==> config.mk <==
export PLATFORM = sky130hd
export DESIGN_NAME = alpaca_sdf_feeder
export DESIGN_NICKNAME = d
export VERILOG_FILES = /design/src/rtl/alpaca_sdf_feeder.sv
export SDC_FILE = /design/constraint.sdc
export NUM_CORES = 1
export LEC_CHECK = 0
export ABC_AREA = 1
export CAP_MARGIN = 20
export CORE_AREA = 10 10 181 183
export CTS_CLUSTER_SIZE = 24
export DETAILED_ROUTE_END_ITERATION = 8
export DIE_AREA = 0 0 191 193
export GPL_TIMING_DRIVEN = 0
export PLACE_DENSITY = 0.67
export SLEW_MARGIN = 20
export SYNTH_ARGS = -nofsm -noshare
export SYNTH_HDL_FRONTEND = slang
export SYNTH_SLANG_ARGS = --single-unit
==> constraint.sdc <==
create_clock -name i_clk -period 9.6 [get_ports i_clk]
set_input_delay 1.92 -clock i_clk [delete_from_list [all_inputs] [get_ports i_clk]]
set_output_delay 1.92 -clock i_clk [all_outputs]
set_load 0.005 [all_outputs]
==> src/rtl/alpaca_sdf_feeder.sv <==
// Radix-2 SDF delay-commutator: buffers the first FFT_LEN/2 samples of a frame and emits (s[n], s[n+FFT_LEN/2]) pairs.
// Optional statistics counters (frames, tlast_errs) are built only when ALPACA_FEEDER_STATS_EN is defined.
module alpaca_sdf_feeder #(
  parameter int unsigned FFT_LEN = 16,
  parameter int unsigned WIDTH   = 16,
  parameter int unsigned TUSER_W = 1
) (
  input  logic                 i_clk,
  input  logic                 i_rst,
  input  logic [2*WIDTH-1:0]   i_s_axis_tdata,
  input  logic                 i_s_axis_tvalid,
  output logic                 o_s_axis_tready,
  input  logic                 i_s_axis_tlast,
  input  logic [TUSER_W-1:0]   i_s_axis_tuser,
  output logic [2*WIDTH-1:0]   o_x1_tdata,
  output logic [TUSER_W-1:0]   o_x1_tuser,
  output logic                 o_x1_tvalid,
  output logic                 o_x1_tlast,
  input  logic                 i_x1_tready,
  output logic [2*WIDTH-1:0]   o_x2_tdata,
  output logic [TUSER_W-1:0]   o_x2_tuser,
  output logic                 o_x2_tvalid,
  output logic                 o_x2_tlast,
  input  logic                 i_x2_tready,
  output logic                 o_frame_err,
  output logic [31:0]          o_frames,
  output logic [15:0]          o_tlast_errs
);

  localparam int unsigned DELAY   = FFT_LEN / 2;
  localparam int unsigned CNT_W   = $clog2(FFT_LEN);
  localparam int unsigned ADDR_W  = CNT_W - 1;
  localparam int unsigned DATA_W  = 2 * WIDTH;
  localparam int unsigned ENTRY_W = DATA_W + TUSER_W;
  localparam logic [CNT_W-1:0] LAST_CNT = CNT_W'(FFT_LEN - 1);

  logic [CNT_W-1:0]   r_cnt;
  logic [ENTRY_W-1:0] r_buf [DELAY];
  logic               r_out_valid;
  logic [DATA_W-1:0]  r_x1_data;
  logic [TUSER_W-1:0] r_x1_user;
  logic [DATA_W-1:0]  r_x2_data;
  logic [TUSER_W-1:0] r_x2_user;
  logic               r_x2_last;
  logic               r_frame_err;

  logic               w_pair;
  logic [ADDR_W-1:0]  w_addr;
  logic               w_at_last;
  logic               w_out_fire;
  logic               w_accept;
  logic               w_early;
  logic               w_missing;
  logic               w_err_evt;
  logic               w_load;
  logic               w_wr;
  logic [ENTRY_W-1:0] w_buf_rd;

  // Upper half of the count is the PAIR phase; the low bits address the delay buffer in both phases.
  assign w_pair     = r_cnt[CNT_W-1];
  assign w_addr     = r_cnt[ADDR_W-1:0];
  assign w_at_last  = (r_cnt == LAST_CNT);
  assign w_out_fire = r_out_valid & i_x1_tready & i_x2_tready;

  // Ready is a pass-through of downstream ready so a consumed pair can be replaced in the same cycle.
  assign o_s_axis_tready = ~i_rst & (~w_pair | ~r_out_valid | (i_x1_tready & i_x2_tready));

  assign w_accept  = i_s_axis_tvalid & o_s_axis_tready;
  assign w_early   = w_accept & i_s_axis_tlast & ~w_at_last;
  assign w_missing = w_accept & ~i_s_axis_tlast & w_at_last;
  assign w_err_evt = w_early | w_missing;
  assign w_load    = w_accept & w_pair & ~w_early;
  assign w_wr      = w_accept & ~w_pair & ~w_early;
  assign w_buf_rd  = r_buf[w_addr];

  // Delay buffer: written only in FILL, read only in PAIR, so no read/write collision.
  always_ff @(posedge i_clk) begin
    if (w_wr) begin
      r_buf[w_addr] <= {i_s_axis_tdata, i_s_axis_tuser};
    end
  end

  always_ff @(posedge i_clk) begin
    if (i_rst) begin
      r_cnt       <= '0;
      r_out_valid <= 1'b0;
      r_x1_data   <= '0;
      r_x1_user   <= '0;
      r_x2_data   <= '0;
      r_x2_user   <= '0;
      r_x2_last   <= 1'b0;
      r_frame_err <= 1'b0;
    end else begin
      if (w_accept) begin
        r_cnt <= w_early ? '0 : r_cnt + CNT_W'(1);
      end
      if (w_load) begin
        r_out_valid <= 1'b1;
        r_x1_data   <= w_buf_rd[ENTRY_W-1:TUSER_W];
        r_x1_user   <= w_buf_rd[TUSER_W-1:0];
        r_x2_data   <= i_s_axis_tdata;
        r_x2_user   <= i_s_axis_tuser;
        r_x2_last   <= w_at_last;
      end else if (w_out_fire) begin
        r_out_valid <= 1'b0;
      end
      if (w_err_evt) begin
        r_frame_err <= 1'b1;
      end
    end
  end

  assign o_x1_tdata  = r_x1_data;
  assign o_x1_tuser  = r_x1_user;
  assign o_x1_tvalid = r_out_valid;
  assign o_x1_tlast  = 1'b0;
  assign o_x2_tdata  = r_x2_data;
  assign o_x2_tuser  = r_x2_user;
  assign o_x2_tvalid = r_out_valid;
  assign o_x2_tlast  = r_x2_last;
  assign o_frame_err = r_frame_err;

`ifdef ALPACA_FEEDER_STATS_EN
  logic [31:0] r_frames;
  logic [15:0] r_tlast_errs;

  // Frames count consumed end-of-frame pairs; error count saturates.
  always_ff @(posedge i_clk) begin
    if (i_rst) begin
      r_frames     <= '0;
      r_tlast_errs <= '0;
    end else begin
      if (w_out_fire & r_x2_last) begin
        r_frames <= r_frames + 32'd1;
      end
      if (w_err_evt && (r_tlast_errs != 16'hFFFF)) begin
        r_tlast_errs <= r_tlast_errs + 16'd1;
      end
    end
  end

  assign o_frames     = r_frames;
  assign o_tlast_errs = r_tlast_errs;
`else
  assign o_frames     = '0;
  assign o_tlast_errs = '0;
`endif

endmodule

==> run summary <==
final hold vios - 0
Worst Path Max Fanout - 9
Die Ht - 193 µm
gr usage total - 20.0%
number of synthesis warnings - 0
vias per cell - 4.96
drt wl/cell - 18.2 µm
Total Neg Setup Slack - 0 ns
Post-Synthesis Cell Area - 14,300 µm²
Post-DP Area - 16,400 µm²
gpl congestion - 0.824
hold crit path type - register to register
CTS clk-pin slew, worst paths - 0.06 ns
final instance area - 17,500 µm²
TritonCTS clock tree - yes
layout cells sized above 1 - 16.1%
vias - 10,100
Pre-Repair DR Iteration Count - 5
vias in the first global route - 9,818
Final ANT Viol Nets - 0
pwr/cell area - 172 nW/µm²
critical path type - input pin to output port
CTS buffer count - 35
CP Launch Type - input pin
Post-Syn Instances - 1,410
Crit path buffers/inverters - 4
I/O Pins - 159
chip width - 191 µm
root buffer cell - clkbuf_16
share of the synthesized area in the top cell type - 55.4%
slowest CP cell - clkdlybuf4s50_1
die area - 36,900 µm²
Max VDD drop - 0.118 mV
PostCTS Resize Cnt - 0
postcts setup bufs - 0
total gr overflow - 0
mean post-synth cell area - 10.2 µm²
H-tree depth - 2
unrepaired setup endpoints after global routing - no
worst-path cell chain - clkdlybuf4s50_1 -> inv_2 -> nand2_2 -> inv_1 -> clkdlybuf4s50_1
worst skew pair latency - 0.51 ns
Final Slew Violations - 0
critical path arrival - 3.31 ns
flop2flop setup slack - 6.67 ns
initial antenna violation count - 1
Cell variety after synth - 25
Worst Max-Slew Pin Slew - 0.752 ns
global-route wire length before repair - 56,300 µm
Final Skew - 0.0115 ns
Synth area leader - edfxtp_1
sequential fraction of the synthesis area - 65.6%
endpoints failing setup - 0
Top delay family on crit path - buffers and inverters
total routed wirelength - 37,000 µm
initial drt markers - 873
clock sink count - 337
fmax - 0.191 GHz
Initial Util - 49.0%
async set-reset flop share out of synthesis - 0%
Layout Nets - 1,655
max-cap violations - 0
period utilisation layout - 54.4%
Hold WS - 0.467 ns
area grow syn2layout - 22.3%
commonest cells after routing, fill and taps aside - nand2_1, edfxtp_1, nor2_1, inv_1, nand3_1
Worst slew margin - 49.9%
Pleak - 0.00703 µW
worst-case clock buffer depth - 3
fin crit period - 5.23 ns
top post-synthesis cells by area - edfxtp_1, dfxtp_1, nand2_1
synthesized flop and latch total - 337
commonest non-fill, non-tap cell in the layout - nand2_1
number of synthesized flops with an enable pin - 264
# port buffers - 109
core area - 29,200 µm²
CP peak stage delay - 0.51 ns
hold_buf cts - 0
num rows - 63
cell repeated most along the worst path - clkdlybuf4s50_1
DRC violations left - 0
Crit. End Element - output port
required time of the critical path - 7.68 ns
largest net degree at the start of global routing - 23
run status - completed
post-detail-place hpwl - 25,100 µm
Main synth FF type - edfxtp_1
FILL cells - 2,354
## tightest hold or removal path, cell delays in order, from the launching register on
cell and delay [ns]:
dfxtp_1 0.32, nor2_1 0.05, nor2_1 0.06
## routing by layer
| layer | vias up | global-route usage, % | wire length, µm |
|---|---|---|---|
| met5 | - | 0 | 0 |
| met4 | 0 | 6.30 | 918 |
| met3 | 77 | 3.79 | 3090 |
| met2 | 406 | 33.8 | 18000 |
| met1 | 4736 | 25.5 | 15000 |
| li1 | 4864 | - | - |
## state kept, by name, summed over array words and instances, names as in the netlist
name	cells
o_frame_err	1
o_x1_tdata	32
o_x1_tuser	1
o_x1_tvalid	1
o_x2_tdata	32
o_x2_tlast	1
o_x2_tuser	1
r_buf	264
r_cnt	4
## cell families after synthesis
family | Yosys count | share of synthesized area [%]
AOI/OAI and AO/OA | 41 | 2.04
and+or+nand+nor | 764 | 23.1
adders and majority gates | 1 | 0.0874
buffers and inverters | 265 | 9.10
DFF | 337 | 65.6
other | 1 | 0.0262
xor gates and xnor gates | 1 | 0.0612
## report_power, final
group / leakage (µW) / internal (µW) / switching (µW)
combinational: 0.00354 / 59.4 / 96.1
clock: 0.000524 / 740 / 544
sequential: 0.00297 / 1580 / 1.32
## Yosys cell counts, drive strengths merged (2+ instances only)
library cell  count
nand2           283
edfxtp          264
nor2            245
inv             145
nand3           138
buf              97
or2              96
dfxtp            73
o211ai           33
clkbuf           23
a21oi             5
o21ai             3
nand4             2
## final cells by class
type | count | area, µm² | share of cell area, %
diodes | 1 | 2.50 | 0.0143
plain buffers | 120 | 758 | 4.33
clock buffers | 50 | 973 | 5.56
clock inverters | 14 | 115 | 0.657
inverters | 145 | 544 | 3.11
multi-input cells | 856 | 3870 | 22.1
flip-flops and latches | 337 | 9390 | 53.6
well taps | 390 | 488 | 2.79
repair buffers | 120 | 1370 | 7.83
## through the flow
step | std cells | worst slack [ns] | total power [µW] | util [%]
6_report | 2033 | 4.37 | 3020 | 59.9
5_1_grt | 2033 | 4.36 | 3120 | 59.9
4_1_cts | 2032 | 4.37 | 3030 | 59.9
3_5_place_dp | 1968 | 4.38 | 1760 | 56.1
3_3_place_gp | 1957 | 2.96 | 1760 | 55.0
2_1_floorplan | 1458 | 5.18 | 1690 | -
## final timing paths
| check | depth (start not counted) | to | start |
|---|---|---|---|
| setup / recovery | 5 | o_s_axis_tready | i_rst |
| hold / removal | 2 | o_x2_tdata[1] | o_x2_tdata[1] |
| setup reg to reg | 6 | r_buf[3][16] | r_cnt[0] |
| hold reg to reg | 2 | o_x2_tdata[1] | o_x2_tdata[1] |
No activity file was read; power rests on OpenSTA's default activity.
